===== src/rtl/friscv_pkg.sv =====
// friscv_pkg: shared constants and types for the front end of the core.
//   XLEN          - PC and instruction width
//   RESET_PC      - default PC loaded on reset
//   NOP_INSTR     - addi x0, x0, 0, shown on instr_out while nothing was fetched
//   fetch_state_t - fetch sequencer states
package friscv_pkg;

   localparam int unsigned XLEN      = 32;
   localparam logic [31:0] RESET_PC  = 32'h0000_0000;
   localparam logic [31:0] NOP_INSTR = 32'h0000_0013;

   typedef enum logic [1:0] {
      IDLE,
      REQ,
      WAIT,
      HOLD
   } fetch_state_t;

endpackage


===== src/rtl/pc_fetch_unit.sv =====
// pc_fetch_unit: program counter and instruction-fetch sequencer.
//
// Ports:
//   clk_in, rstn_in         clock (rising edge), synchronous active-low reset
//   next_pc_in              output of the external next-PC mux
//   redirect_in             taken branch/jump, also the select of that mux
//   pc_plus4_out            pc_q + 4, fed to the mux a_in
//   imem_req_out/addr_out   fetch request and word-aligned address
//   imem_gnt_in             request accepted
//   imem_rvalid_in/rdata_in fetch response
//   instr_valid_out         instr_out/pc_out valid to decode
//   instr_ready_in          decode accepts (low = stall)
//   instr_out, pc_out       fetched instruction and its address
//
// Handshakes: imem_req_out/imem_addr_out are held stable until a cycle with
// imem_gnt_in=1; exactly one response (imem_rvalid_in) follows each grant and
// only one request is ever outstanding. instr_valid_out/instr_out/pc_out are
// held stable until a cycle with instr_ready_in=1 (or a redirect) consumes them.
module pc_fetch_unit
   import friscv_pkg::*;
#(
   parameter int unsigned       XLEN     = friscv_pkg::XLEN,
   parameter logic [XLEN-1:0]   RESET_PC = friscv_pkg::RESET_PC
) (
   input  logic            clk_in,
   input  logic            rstn_in,
   input  logic [XLEN-1:0] next_pc_in,
   input  logic            redirect_in,
   output logic [XLEN-1:0] pc_plus4_out,
   output logic            imem_req_out,
   output logic [XLEN-1:0] imem_addr_out,
   input  logic            imem_gnt_in,
   input  logic            imem_rvalid_in,
   input  logic [XLEN-1:0] imem_rdata_in,
   output logic            instr_valid_out,
   input  logic            instr_ready_in,
   output logic [XLEN-1:0] instr_out,
   output logic [XLEN-1:0] pc_out
);

   fetch_state_t    state;
   logic [XLEN-1:0] pc_q;
   logic [XLEN-1:0] req_addr_q;
   logic            kill_q;
   logic            req_q;
   logic            valid_q;
   logic [XLEN-1:0] instr_q;
   logic [XLEN-1:0] pc_out_q;

   logic [XLEN-1:0] next_pc_aligned;
   logic [XLEN-1:0] pc_eff;

   // Fetch addresses are always word aligned.
   assign next_pc_aligned = next_pc_in & ~XLEN'(3);

   // PC that is current after this edge; a new request launched on this edge
   // must use it so a same-cycle redirect is not missed.
   assign pc_eff = redirect_in ? next_pc_aligned : pc_q;

   assign pc_plus4_out    = pc_q + XLEN'(4);
   assign imem_req_out    = req_q;
   assign imem_addr_out   = req_addr_q;
   assign instr_valid_out = valid_q;
   assign instr_out       = instr_q;
   assign pc_out          = pc_out_q;

   always_ff @(posedge clk_in) begin
      if (!rstn_in) begin
         state      <= IDLE;
         pc_q       <= RESET_PC;
         req_addr_q <= RESET_PC;
         kill_q     <= 1'b0;
         req_q      <= 1'b0;
         valid_q    <= 1'b0;
         instr_q    <= XLEN'(NOP_INSTR);
         pc_out_q   <= RESET_PC;
      end else begin
         if (redirect_in) begin
            pc_q <= next_pc_aligned;
         end

         case (state)
            IDLE: begin
               state      <= REQ;
               req_q      <= 1'b1;
               req_addr_q <= pc_eff;
            end

            REQ: begin
               // The address stays put; a redirect only marks the eventual
               // response as stale, even if granted in the same cycle.
               if (redirect_in) begin
                  kill_q <= 1'b1;
               end
               if (imem_gnt_in) begin
                  state <= WAIT;
                  req_q <= 1'b0;
               end
            end

            WAIT: begin
               if (imem_rvalid_in) begin
                  if (kill_q || redirect_in) begin
                     kill_q     <= 1'b0;
                     state      <= REQ;
                     req_q      <= 1'b1;
                     req_addr_q <= pc_eff;
                  end else begin
                     instr_q  <= imem_rdata_in;
                     pc_out_q <= req_addr_q;
                     valid_q  <= 1'b1;
                     // No redirect here, so the mux is passing pc_q + 4.
                     pc_q     <= next_pc_aligned;
                     state    <= HOLD;
                  end
               end else if (redirect_in) begin
                  kill_q <= 1'b1;
               end
            end

            HOLD: begin
               if (redirect_in || instr_ready_in) begin
                  valid_q    <= 1'b0;
                  state      <= REQ;
                  req_q      <= 1'b1;
                  req_addr_q <= pc_eff;
               end
            end

            default: begin
               state <= IDLE;
               req_q <= 1'b0;
            end
         endcase
      end
   end

endmodule


===== config.mk =====
export PLATFORM = sky130hd
export DESIGN_NAME = pc_fetch_unit
export DESIGN_NICKNAME = d
export VERILOG_FILES = /design/src/rtl/friscv_pkg.sv /design/src/rtl/pc_fetch_unit.sv
export SDC_FILE = /design/constraint.sdc
export NUM_CORES = 1
export LEC_CHECK = 0
export BUFFER_PORTS_ARGS = -buffer_cell sky130_fd_sc_hd__buf_2
export CAP_MARGIN = 40
export CORE_UTILIZATION = 30
export DETAILED_ROUTE_END_ITERATION = 12
export HOLD_SLACK_MARGIN = 0.03
export PLACE_DENSITY = 0.6
export SETUP_SLACK_MARGIN = 0.4
export SYNTH_ARGS = -nofsm -noshare
export SYNTH_HDL_FRONTEND = slang
export SYNTH_SLANG_ARGS = --single-unit

===== constraint.sdc =====
create_clock -name clk_in -period 1.65 [get_ports clk_in]
set_input_delay 0.165 -clock clk_in [delete_from_list [all_inputs] [get_ports clk_in]]
set_output_delay 0.165 -clock clk_in [all_outputs]
set_load 0.005 [all_outputs]

# Yosys cells after proc, flatten, opt, wreduce, memory -nomap -nowiden
# Cells that the tools add are included.
[op_classes]
n_addsub = 1
n_eq_ne = 9
n_mux = 26
n_bitwise = 1
reduce_logical = 12
[ops]
columns = ["cell", "count"]
rows = [
  ["two-way mux 32 bit", 7],
  ["one-hot mux 32 bit (3 select lines)", 1],
  ["adder 32 x 3 -> 32 bit (second input constant)", 1],
  ["AND reduction 4 bit", 3],
  ["two-way mux 1 bit", 10],
  ["!= test 2 bit (second input constant)", 5],
  ["two-way mux 2 bit", 4],
  ["one-hot mux 2 bit (4 select lines)", 1],
  ["AND reduction 3 bit", 2],
  ["== test 2 bit (second input constant)", 2],
  ["one-hot mux 1 bit (2 select lines)", 2],
  ["one-hot mux 1 bit (4 select lines)", 1],
  ["nonzero test 2 bit", 2],
  ["!= test 3 bit (second input constant)", 1],
  ["nonzero test 3 bit", 1],
  ["== test 2 x 1 -> 1 bit (second input constant)", 1],
  ["logical NOT 2 bit", 1],
  ["logical OR 1 bit", 2],
  ["AND reduction 2 bit", 1],
  ["NOT 1 bit", 1],
]
[totals]
register_bits = 133
input_bits = 70
out_inout_bits = 130
word_cells = 57

# Longest topological paths before layout
# Gate-level depths: netlist of run 1.
[logic_depth]
word_depth = 4
ltp_mapped = 7
mapped_depth_nobuf = 6

# Worst setup path before layout of run 1
# OpenSTA, ideal clock, no wires.
[synth_timing]
path_type = "flip-flop to flip-flop"
start = "reg state[0]"
end = "reg req_addr_q[10], in the netlist imem_addr_out[10]"
arrival_time_ns = 1.563
t_required_ns = 1.534
slack_ns = -0.029
stages_incl_launch_ff = 8
path_buffers = 1
period_less_slack_ns = 1.679
path_cell_list = "dfxtp_1 inv_1 ha_1 nor2b_1 nor4_4 buf_2 nand2_1 o211a_1"
[synth_via]
elab_chain_cells = 3
[synth_rtl]
columns = ["item", "line", "rtl"]
rows = [
  ["from (decl)", "pc_fetch_unit.sv:41", "fetch_state_t state;"],
  ["from (signal assigned)", "pc_fetch_unit.sv:69", "state <= IDLE;"],
  ["from (signal assigned)", "pc_fetch_unit.sv:84", "state <= REQ;"],
  ["from (signal assigned)", "pc_fetch_unit.sv:96", "state <= WAIT;"],
  ["== test 2 bit or logical NOT 2 bit (tied branches)", "pc_fetch_unit.sv:82", "case (state)"],
  ["!= test 2 bit (no source line) or nonzero test 3 bit (tied branches)", "n/a", ""],
  ["AND reduction 4 bit (no source line)", "n/a", ""],
  ["to (signal assigned)", "pc_fetch_unit.sv:86", "req_addr_q <= pc_eff;"],
  ["to (signal assigned)", "pc_fetch_unit.sv:107", "req_addr_q <= pc_eff;"],
  ["to (signal assigned)", "pc_fetch_unit.sv:126", "req_addr_q <= pc_eff;"],
  ["to (decl)", "pc_fetch_unit.sv:43", "logic [XLEN-1:0] req_addr_q;"],
]
# Several ways; a longest one is shown, not always the timed one.
# A chain may end at the register's enable or synchronous reset.

# Final worst setup path of run 1
[layout_timing]
start = "reg pc_q[7]"
end = "out pc_plus4_out[22]"
[layout_via]
elab_chain_cells = 1
[layout_rtl]
columns = ["item", "line", "rtl"]
rows = [
  ["from (decl)", "pc_fetch_unit.sv:42", "logic [XLEN-1:0] pc_q;"],
  ["from (signal assigned)", "pc_fetch_unit.sv:79", "pc_q <= next_pc_aligned;"],
  ["from (signal assigned)", "pc_fetch_unit.sv:113", "pc_q <= next_pc_aligned;"],
  ["adder 32 x 3 -> 32 bit", "pc_fetch_unit.sv:60", "assign pc_plus4_out = pc_q + XLEN'(4);"],
  ["to (decl)", "pc_fetch_unit.sv:29", "output logic [XLEN-1:0] pc_plus4_out,"],
]
# No other way between the ends.

==> results.txt, run 1 <==
- Result of the run: finished with violations
* Violated checks: negative setup slack
- Final hold vios: 0
- Reg-to-reg setup timing slack: -0.17 ns
- Die footprint: 20200 um^2
* Max-slew violation total from the final report: 0
- Total vias in the final route: 6255
- I/O Buffers: 197
* Worst Tran Pin Value: 0.388 ns
* Critical Path RT: 1.48 ns
- Clock Root Buffer: sky130_fd_sc_hd__clkbuf_16
* Number of buffers between clock root and the deepest sink: 2
* Reported max-cap violation count: 0
- TritonCTS built the clock tree.
- For this design the static power due to leakage is 5.38 nW.
- Type of the most critical hold path: in2reg
* DRC violation count after routing: 0
- STA classifies the critical path endpoint as an output pin.
* Via density per instance: 4.83
- RSZ-0062 raised after global routing: true
- Post-synthesis xor/xnor area fraction: 4.16%
* Instance count after placement with tap cells included: 1134
* Top flip-flop cell by instance count after synthesis: sky130_fd_sc_hd__dfxtp_1
- Normalized max-slew margin: 74.1%
- After layout, the worst setup slack is -0.347 ns.
* Count of pins on the block boundary: 200
- Num CTS Buffers: 17
- Starting Density: 31.1%
- Cell area after synthesis: 5900 um^2
- After routing, the total negative slack on setup checks comes to -17.16 ns.
* Clock Sinks: 133
- Measured against the total synthesized area, the mux share comes to 4.92%.
- Of the total synthesized cell area, the portion taken by AND, OR, NAND and NOR gates is 22.0%.
- Final Core Density: 57.8%
- Number of instances in the synthesized netlist: 678
* Fraction of post-synthesis cell area in the top cell type by area: 45.2%
- Based on the critical path, the design can be clocked at up to 501 MHz.
- Mean area per synthesized cell: 8.70 um^2
- The H-tree was split into 4 levels.
- Hold is met by 0.148 ns.
- Final cell count without fillers: 1296
- The worst setup path is of the reg2out kind.
- Area Overhead vs Synth: 85.8%
* Combinational family with the most area after synthesis: simple AND/OR/NAND/NOR gates
- Total half-perimeter wirelength after legalization and detailed placement: 12000 um
- Die Y-Extent: 142 um
- Distinct cell type count after synthesis: 40
- Number of flops mapped to enable cells by yosys: 0
- The smallest clock period supported by the final layout is computed as 2.00 ns.
- Global-route wire length before repair: 32800 um
- The clock arrives with 0.0124 ns of skew.
* Yosys reg bits: 133
- Of the cells placed in the final design, the portion with a size suffix greater than 1 is 55.6%.
* Peak supply drop: 0.000710 V
- Overall power consumption after layout is estimated at 9.80 mW.
- Wire per inst: 17.6 um
* Number of iterations in the first detailed-routing pass: 4
- Synth async-reset ratio: 0%
- In the layout the commonest cells are sky130_fd_sc_hd__buf_2 (194), sky130_fd_sc_hd__dfxtp_1 (113), sky130_fd_sc_hd__nand2_1 (106).
- sky130_fd_sc_hd__dfxtp_1 takes more of the synthesized area than any other cell.
- Share of the clock period used by the worst path: 121%
- The floorplan step defined a core boundary enclosing 19000 um^2.
* Antenna violations before repair: 0
* Crit-path max FO: 3
- The later pin in the worst-skew pair is clocked with a latency of 0.43 ns.
- Detail Route Antenna Nets: 0
- Total Routing Usage GR: 21.4%
- Number of global-route vias before repair: 6063
- Area fraction in compound gates after synthesis: 18.4%
* Share of synthesized area occupied by flip-flops and latches: 45.2%
* Diodes inserted: 0
- Clock edge transition at the registers on the reported setup and hold paths: 0.06 ns
- Total of warnings raised by yosys: 0
- Most common cell after layout, fill and taps aside: sky130_fd_sc_hd__buf_2
* DIE WIDTH: 142 um
* Grt ovf: 0
* Share of synthesized cell area in full adder, half adder and majority cells: 1.06%
- Number of DRC violations after detailed-routing iteration 0: 266
* Startpoint type of the worst setup path: register
- Data arrives at the worst endpoint at 1.83 ns.
- Synth top area cells: sky130_fd_sc_hd__dfxtp_1 (45%), sky130_fd_sc_hd__nand2_1 (15%), sky130_fd_sc_hd__a21boi_0 (12%), sky130_fd_sc_hd__o211a_1 (5.1%), sky130_fd_sc_hd__mux2i_1 (4.9%)
* Number of rows in the core area: 50
* Final-stage net count: 1099
- Mapped Nets: 753
- Maximum number of pins on one net before global-route repair: 46
* Final number of setup-violating endpoints: 147
* Sum of routed wire length over all layers: 22900 um
* Final weighted congestion in routability-driven placement: 0.757
- Dividing total power by cell area gives a power density of 894 nW/um^2.
[area by class of cell]
| class | count | area (um^2) |
|---|---|---|
| Clock buffer | 19 | 453 |
| Clock inverter | 12 | 200 |
| Fill cell | 1604 | 8000 |
| Inverter | 7 | 28.8 |
| Multi-Input combinational cell | 491 | 3980 |
| Sequential cell | 133 | 2720 |
| Tap cell | 260 | 325 |
| Timing Repair Buffer | 374 | 3260 |
[registers in the layout, indices dropped and copies added (netlist names)]
| register | count |
|---|---|
| imem_addr_out | 32 |
| imem_req_out | 1 |
| instr_out | 32 |
| instr_valid_out | 1 |
| kill_q | 1 |
| pc_out | 32 |
| pc_q | 32 |
| state | 2 |
[metal layers]
metal  GRT usage (%)  part of all wire (%)  vias to the layer above
met5               0                     0                        -
met4            6.73                   1.8                        0
met3            6.36                   6.5                       32
met2            37.9                    50                      206
met1            24.5                    41                     3031
li1                -                     -                     2986
[Yosys cell counts, types with 2 or more instances]
| cell | number |
|---|---|
| sky130_fd_sc_hd__inv_1 | 7 |
| sky130_fd_sc_hd__nand2_1 | 232 |
| sky130_fd_sc_hd__buf_4 | 3 |
| sky130_fd_sc_hd__o21ai_0 | 2 |
| sky130_fd_sc_hd__nand3_1 | 18 |
| sky130_fd_sc_hd__ha_1 | 5 |
| sky130_fd_sc_hd__nand4_2 | 3 |
| sky130_fd_sc_hd__and4_1 | 3 |
| sky130_fd_sc_hd__a21boi_0 | 93 |
| sky130_fd_sc_hd__o211a_1 | 30 |
| sky130_fd_sc_hd__nand4_1 | 5 |
| sky130_fd_sc_hd__clkbuf_1 | 15 |
| sky130_fd_sc_hd__a21boi_1 | 3 |
| sky130_fd_sc_hd__dfxtp_1 | 133 |
| sky130_fd_sc_hd__nor3b_2 | 2 |
| sky130_fd_sc_hd__nor4_4 | 3 |
| sky130_fd_sc_hd__nor3_1 | 3 |
| sky130_fd_sc_hd__xnor2_1 | 20 |
| sky130_fd_sc_hd__nor3b_1 | 2 |
| sky130_fd_sc_hd__nor2_1 | 8 |
| sky130_fd_sc_hd__buf_2 | 24 |
| sky130_fd_sc_hd__nand3b_1 | 2 |
| sky130_fd_sc_hd__xor2_1 | 8 |
| sky130_fd_sc_hd__and3_1 | 4 |
| sky130_fd_sc_hd__mux2i_1 | 29 |
| sky130_fd_sc_hd__buf_1 | 6 |
| sky130_fd_sc_hd__o211ai_1 | 2 |
[cell families (layout without fill, tap and decap cells)]
family	count (synthesis)	count (layout)
xor gates and xnor gates	28	28
adders and majority gates	5	5
DFF	133	133
AOI/OAI and AO/OA	135	135
buffers and inverters	56	412
muxes	29	29
and+or+nand+nor	292	294
[critical path: stages, from the launching register on]
cell,delay [ns]
sky130_fd_sc_hd__dfxtp_2,0.35
sky130_fd_sc_hd__nand4_4,0.16
sky130_fd_sc_hd__buf_4,0.20
sky130_fd_sc_hd__nor3_4,0.16
sky130_fd_sc_hd__buf_6,0.13
sky130_fd_sc_hd__nand3_1,0.09
sky130_fd_sc_hd__xnor2_1,0.15
sky130_fd_sc_hd__buf_2,0.17
[path summary, 6_finish.rpt]
path	startpoint	end	cells past startpoint
setup / recovery	pc_q[7]$_SDFF_PN0_	pc_plus4_out[22]	7
hold / removal	imem_rvalid_in	kill_q$_SDFFE_PN0P_	4
setup reg to reg	state[0]$_SDFFE_PN0P_	instr_out[20]$_SDFFE_PN0P_	11
hold reg to reg	pc_out[18]$_SDFFE_PN0P_	pc_out[18]$_SDFFE_PN0P_	2
[report_power, final]
group | switching [mW] | leakage [nW] | internal, mW | total [mW]
Sequential | 0.197 | 1.10 | 3.39 | 3.59
Combinational | 0.848 | 3.96 | 1.08 | 1.93
Clock | 1.52 | 0.323 | 2.76 | 4.28
[stage by stage]
stage	worst slack [ns]	area, um^2
floorplan	0.122	6120
global placement	-0.0112	7570
detailed placement	-0.0445	7570
CTS	-0.382	10100
global route	-0.489	11000
finish	-0.347	11000
[timing repair]
action                                  CTS  global route
endpoints found under the setup margin  161           162
setup buffers                            37             9
pin swaps                                58            89
hold buffers                             62             0
hold endpoints to repair                 62             0
gates cloned                             19             4
gates resized for setup                 164           178
(Power assumes the default switching activity.)
==> run 2: changes to the inputs <==
--- a/config.mk
+++ b/config.mk
@@ -11,6 +11,7 @@
 export DETAILED_ROUTE_END_ITERATION = 12
 export HOLD_SLACK_MARGIN = 0.03
 export PLACE_DENSITY = 0.6
+export REMOVE_ABC_BUFFERS = 1
 export SETUP_SLACK_MARGIN = 0.4
 export SYNTH_ARGS = -nofsm -noshare
 export SYNTH_HDL_FRONTEND = slang
==> run 2 against run 1 <==
Compared with the run above:
- the flow still finishes with violations (negative setup slack)
- first-iteration DRC count shrank 19%
- clock skew shrank 0.0047 ns
- total power shrank 5.7%
- core utilization grew 1.1 points
- critical path depth is the same
- design area grew 1.9%
- critical path type unchanged
- die area is the same
- maximum frequency shrank 6.6%
==> results.txt, run 2 (synthesis results as in run 1) <==
- Result of the run: finished with violations
- Fraction of final layout cells sized beyond drive strength 1: 56.4%
- Sum of routed wire length over all layers: 22300 um
- In the post-route analysis, the smallest setup slack over all paths is -0.488 ns.
- After global routing the overflow that remains totals 0.
- Total Routing Usage GR: 21.5%
- Final-stage net count: 1125
- The count of final hold-check violations is 0.
- Entering global routing, the biggest net connects 69 pins.
- RSZ-0062 raised after global routing: true
* Peak supply drop: 0.000752 V
- The checks that failed: negative setup slack.
- Diodes inserted: 0
- Clock Root Buffer: sky130_fd_sc_hd__clkbuf_16
- After floorplanning, the core was sized to cover 19000 um^2.
* Max-slew violation total from the final report: 0
* Reg-to-reg setup timing slack: -0.24 ns
- Worst stage delay on the critical path: 0.35 ns
- DRC violation count after routing: 0
- Compared with the post-synthesis result, the final layout area differs by 89.3%.
- Max frequency: 468 MHz
* Critical Path RT: 1.48 ns
- Count of pins on the block boundary: 200
- The HPWL after detailed placement is 12300 um.
* Number of global-route vias before repair: 6155
- STA classifies the critical path endpoint as an output pin.
- Share of the clock period used by the worst path: 130%
* Number of rows in the core area: 50
* Type of the most critical hold path: in2reg
- Clock Sinks: 133
- Num CTS Buffers: 17
- Reported max-cap violation count: 0
- Commonest cells after routing, fill and taps aside: sky130_fd_sc_hd__buf_2 (194), sky130_fd_sc_hd__nand2_1 (118), sky130_fd_sc_hd__dfxtp_1 (117)
* Startpoint type of the worst setup path: register
- In this run the remaining antenna-violating nets after routing total 0.
- Maximum level of the CTS H-tree: 4
- Port buffering added 197 buffers.
- Most common cell after layout, fill and taps aside: sky130_fd_sc_hd__buf_2
* Worst r2r path cells: 11
* Cell Pwr Density: 827 nW/um^2
* Global-route wire length before repair: 33300 um
- The initial utilization of the core area, before any placement, comes to 31.1%.
- On the final layout, the worst hold slack is 0.137 ns.
- Number of DRC violations after detailed-routing iteration 0: 216
- Count of filler cells inserted in the layout: 1552
- The die covers 20200 um^2.
* Antenna violations before repair: 0
* Via density per instance: 4.73
* Cell chain of the critical path: ha_4 > nand4_1 > buf_4 > nor3_4 > nand3_2 > xnor2_2 > buf_2
* Final setup TNS: -24.57 ns
* Total vias in the final route: 6264
* Crit-path max FO: 4
* Count of cells along the worst hold path: 2
- At the end of routability-driven placement, the weighted congestion stood at 0.752.
* DIE WIDTH: 142 um
- Once layout is complete, the utilization of the core stands at 58.9%.
- Final number of setup-violating endpoints: 155
- Clock edge transition at the registers on the reported setup and hold paths: 0.05 ns
- Period minus WS final: 2.14 ns
* Worst Tran Pin Value: 0.299 ns
* RR Startpoint: state[0]$_SDFFE_PN0P_
- Worst hold path endpoint: imem_addr_out[25]$_SDFFE_PN0P_
- The worst register-to-register path ends at imem_addr_out[6]$_SDFFE_PN0P_.
- Normalized max-slew margin: 80.0%
* Crit path arrival time: 1.97 ns
- For this design, the slowest cell found on the critical path is sky130_fd_sc_hd__dfxtp_2.
- In this run the most critical hold path is launched from rstn_in.
- Die Y-Extent: 142 um
- Number of iterations in the first detailed-routing pass: 5
- Static power due to leakage: 5.27 nW
- Clock latency at the later pin of the worst-skew pair: 0.42 ns
- Number of buffers between clock root and the deepest sink: 2
* Wire per inst: 16.9 um
* Clock tree from TritonCTS: done
* CP Class: reg2out
- Largest clock skew in the final design: 0.00766 ns
## run 2: cell count changes in the layout (fill, tap and decap cells not counted), moves of 8 or more
cell,change
sky130_fd_sc_hd__buf_12,+9
sky130_fd_sc_hd__nand2_4,-8
sky130_fd_sc_hd__nand2_1,+12
sky130_fd_sc_hd__buf_6,+8
sky130_fd_sc_hd__buf_4,+15
sky130_fd_sc_hd__dfxtp_4,-9
## run 2: layer usage
layer  global-route usage [%]  vias up  part of all wire, %  wire [um]
met5                        0        -                    0          0
met4                     8.38        0                  3.2        716
met3                     5.15       47                  5.6       1250
met2                     36.5      189                   49      11000
met1                     26.2     2987                   42       9310
li1                         -     3041                    -          -
## run 2: cell type report
class / count / area (um^2) / area share (%)
Clock buffer: 21 / 440 / 3.94
Clock inverter: 11 / 110 / 0.986
Inverter: 7 / 31.3 / 0.280
Multi-Input combinational cell: 489 / 4020 / 36.0
Sequential cell: 133 / 2690 / 24.1
Tap cell: 260 / 325 / 2.91
Timing Repair Buffer: 402 / 3550 / 31.8
## run 2: worst max-delay path: cells and delay by family, from the launching register on
family | cells | cell delay (ns)
simple gates | 3 | 0.49
flops | 1 | 0.35
xor+xnor | 1 | 0.21
buf+inv | 2 | 0.38
fa+ha+maj | 1 | 0.14
## run 2: worst max-delay path by stage
stage                     startpoint                            end  slack [ns]
6_report          pc_q[3]$_SDFF_PN0_               pc_plus4_out[16]       -0.49
3_5_place_dp      pc_q[2]$_SDFF_PN0_               pc_plus4_out[18]       -0.24
5_1_grt           pc_q[3]$_SDFF_PN0_               pc_plus4_out[18]       -0.65
2_1_floorplan  state[0]$_SDFFE_PN0P_  imem_addr_out[2]$_SDFFE_PN0P_       -1.22
3_3_place_gp      pc_q[2]$_SDFF_PN0_               pc_plus4_out[18]       -0.22
4_1_cts           pc_q[3]$_SDFF_PN0_               pc_plus4_out[18]       -0.52
## run 2: where the power goes
group          switching (mW)  leakage (nW)  internal [mW]  total (mW)
clock network            1.42         0.270           2.20        3.62
logic                   0.854          3.90           1.20        2.05
registers               0.166          1.09           3.40        3.56
total                    2.44          5.27           6.80        9.23
## run 2: repair_timing
action | in CTS | in global routing
buffers inserted | 40 | 21
resized for setup | 305 | 156
pin swaps | 136 | 90
hold buffers | 62 | 0
hold endpoints to repair | 62 | 0
cloned | 17 | 0
setup endpoints to repair | 161 | 163
## run 2: stage by stage
step	setup WS (ns)	std cells	total power [mW]	cell area [um^2]
after CTS	-0.516	1302	9.21	10400
final	-0.488	1323	9.23	11200
after global routing	-0.646	1323	9.63	11200
after floorplan	-1.22	629	4.07	5670
after global placement	-0.218	1151	4.74	7640
after detailed placement	-0.244	1151	4.76	7640
==> run 3: changes to the inputs <==
--- a/config.mk
+++ b/config.mk
@@ -8,6 +8,7 @@
 export BUFFER_PORTS_ARGS = -buffer_cell sky130_fd_sc_hd__buf_2
 export CAP_MARGIN = 40
 export CORE_UTILIZATION = 30
+export CTS_BUF_LIST = sky130_fd_sc_hd__clkbuf_4
 export DETAILED_ROUTE_END_ITERATION = 12
 export HOLD_SLACK_MARGIN = 0.03
 export PLACE_DENSITY = 0.6
==> run 3 against run 2 <==
Compared with the run above:
- the run still ends with negative setup slack left
- largest power group is now sequential cells
- design area up 3.7%
- routed wire length rose by 3.0%
- via count up 2.4%
- final cell count up 1.9%
- setup slack worse by 0.081 ns
- highest routed layer unchanged
- hold slack improved by 0.0064 ns
- sequential cell count unchanged
- critical path depth up 1
- clock skew up 0.0090 ns
- critical endpoint is now pc_plus4_out[28]
==> results.txt, run 3 (synthesis results as in run 1) <==
- Result of the run: finished with violations
- The final reports fail on negative setup slack.
- Based on the critical path, the design can be clocked at up to 451 MHz.
- CP Class: reg2out
* Number of rows in the core area: 50
* Setup slack after layout: -0.569 ns
* Critical Path Sink Type: output pin
- The analysis attributes to cell leakage a power of 5.43 nW.
- Compared with the post-synthesis result, the final layout area differs by 96.3%.
- RR Endpoint: pc_q[8]$_SDFF_PN0_
- Startpoint of the most critical hold path: imem_gnt_in
- Max-slew violation total from the final report: 0
- Clock Root Buffer: sky130_fd_sc_hd__clkbuf_4
- Peak supply drop: 0.000493 V
* Number of buffers between clock root and the deepest sink: 2
- Hold timing on the final database bottoms out at a slack of 0.143 ns.
- The worst hold path terminates at state[1]$_SDFFE_PN0P_.
- For the pin with the worst max-slew slack, the measured transition is 0.351 ns.
* Sum of routed wire length over all layers: 23000 um
- Type of the most critical hold path: in2reg
- Maximum level of the CTS H-tree: 4
- Crit path arrival time: 2.05 ns
* Clock latency at the later pin of the worst-skew pair: 0.55 ns
- Core outline area: 19000 um^2
- The startpoint identified for the worst register-to-register timing path is state[0]$_SDFFE_PN0P_.
* Global-route wire length before repair: 33300 um
* RSZ-0062 raised after global routing: true
- Total Routing Usage GR: 21.5%
* DRC violation count after routing: 0
- In this run the count of I/O pins placed on the die edge is 200.
- Dividing total power by cell area gives a power density of 693 nW/um^2.
- Worst r2r path cells: 10
- The count of cells in the finished layout, fillers not included, comes to 1348.
- Along the worst hold path, the cell count comes to 5.
- Die Y-Extent: 142 um
- In this run, CTS created clock tree buffers numbering 17.
* Number of DRC violations after detailed-routing iteration 0: 189
* Final weighted congestion in routability-driven placement: 0.752
- DIE WIDTH: 142 um
- Number of iterations in the first detailed-routing pass: 4
- Entering global routing, the biggest net connects 69 pins.
- Critical Path RT: 1.48 ns
- In this run the tightest slew margin relative to its limit is 76.0%.
* Grt ovf: 0
- The final layout contains 1148 nets.
* Clock Sinks: 133
- Crit-path max FO: 5
* Final hold vios: 0
- Subtracting the final worst setup slack from the clock period gives 2.22 ns.
- For flop-to-flop paths, the worst setup slack is -0.18 ns.
- Clock tree from TritonCTS: done
- STA classifies the critical path startpoint as a register.
* Instance count after placement with tap cells included: 1151
- The number of antenna violations at the first check in global routing is 2.
* Share of the clock period used by the worst path: 134%
* Commonest cells after routing, fill and taps aside: sky130_fd_sc_hd__buf_2 (174), sky130_fd_sc_hd__dfxtp_2 (103), sky130_fd_sc_hd__nand2_1 (99)
- Detail Route Antenna Nets: 0
- Via density per instance: 4.76
- Starting Density: 31.1%
- Reported max-cap violation count: 0
* I/O Buffers: 197
- Number of global-route vias before repair: 6120
- Clock edge transition at the registers on the reported setup and hold paths: 0.12 ns
- Fraction of final layout cells sized beyond drive strength 1: 68.7%
* Total vias in the final route: 6416
* Die footprint: 20200 um^2
* Largest clock skew in the final design: 0.0166 ns
* Final number of setup-violating endpoints: 152
- Wire per inst: 17.1 um
- Most common cell after layout, fill and taps aside: sky130_fd_sc_hd__buf_2
- Detailed placement ended at an HPWL of 12300 um.
-- run 3: final cells by class --
cell class / instances / area [um^2]
Tap cell: 260 / 325
Sequential cell: 133 / 2810
Timing Repair Buffer: 425 / 3880
Antenna cell: 2 / 5.00
Fill cell: 1531 / 7380
Multi-Input combinational cell: 489 / 4250
Inverter: 7 / 31.3
Clock buffer: 21 / 158
Clock inverter: 11 / 110
-- run 3: worst max-delay path by stage --
stage                                     start                            end  slack, ns  cells after the start
after global routing        pc_q[10]$_SDFF_PN0_               pc_plus4_out[16]      -0.71                      6
after floorplan           state[0]$_SDFFE_PN0P_  imem_addr_out[2]$_SDFFE_PN0P_      -1.22                      6
after global placement       pc_q[2]$_SDFF_PN0_               pc_plus4_out[18]      -0.22                      7
after CTS                    pc_q[3]$_SDFF_PN0_               pc_plus4_out[18]      -0.68                      7
after detailed placement     pc_q[2]$_SDFF_PN0_               pc_plus4_out[18]      -0.24                      7
final                        pc_q[2]$_SDFF_PN0_               pc_plus4_out[28]      -0.57                      8
-- run 3: timing repair --
item | in CTS | in global routing
resized for setup | 335 | 295
hold buffers | 64 | 0
setup endpoints to repair | 186 | 244
pin swaps | 133 | 125
setup buffers | 46 | 35
cloned | 18 | 0
hold endpoints to repair | 98 | 0
-- run 3: where the power goes --
| group | leakage, nW | internal, mW | switching, mW |
|---|---|---|---|
| clock network | 0.153 | 0.946 | 1.26 |
| registers | 1.13 | 3.42 | 0.167 |
| logic | 4.15 | 1.29 | 0.939 |
| total | 5.43 | 5.65 | 2.37 |
-- run 3: metal layers --
layer  GRT usage, %  wire, um  vias up  part of all wire, %
met1           25.8      9500     3097                   41
met3           5.75      1230       33                  5.4
li1               -         -     3084                    -
met4           6.68       547        0                  2.4
met2           37.2     11700      202                   51
met5              0         0        -                    0
-- run 3: critical path: stages, from the launching register on --
cell                      delay (ns)
sky130_fd_sc_hd__dfxtp_2        0.38
sky130_fd_sc_hd__ha_4           0.14
sky130_fd_sc_hd__nand4_1        0.09
sky130_fd_sc_hd__buf_6          0.16
sky130_fd_sc_hd__nor2_4         0.10
sky130_fd_sc_hd__buf_6          0.15
sky130_fd_sc_hd__nand4_1        0.14
sky130_fd_sc_hd__xnor2_2        0.20
sky130_fd_sc_hd__buf_2          0.14
-- run 3: per-stage QoR --
| step | power [mW] | instance area (um^2) | worst slack (ns) | setup TNS, ns | utilization (%) |
|---|---|---|---|---|---|
| 2_1_floorplan | 4.07 | 5670 | -1.22 | -99.30 | - |
| 3_3_place_gp | 4.74 | 7640 | -0.218 | -5.72 | 40.3 |
| 3_5_place_dp | 4.76 | 7640 | -0.244 | -8.14 | 40.3 |
| 4_1_cts | 7.77 | 10200 | -0.678 | -23.61 | 54.0 |
| 5_1_grt | 8.40 | 11600 | -0.709 | -36.87 | 61.1 |
| 6_report | 8.02 | 11600 | -0.569 | -24.89 | 61.1 |
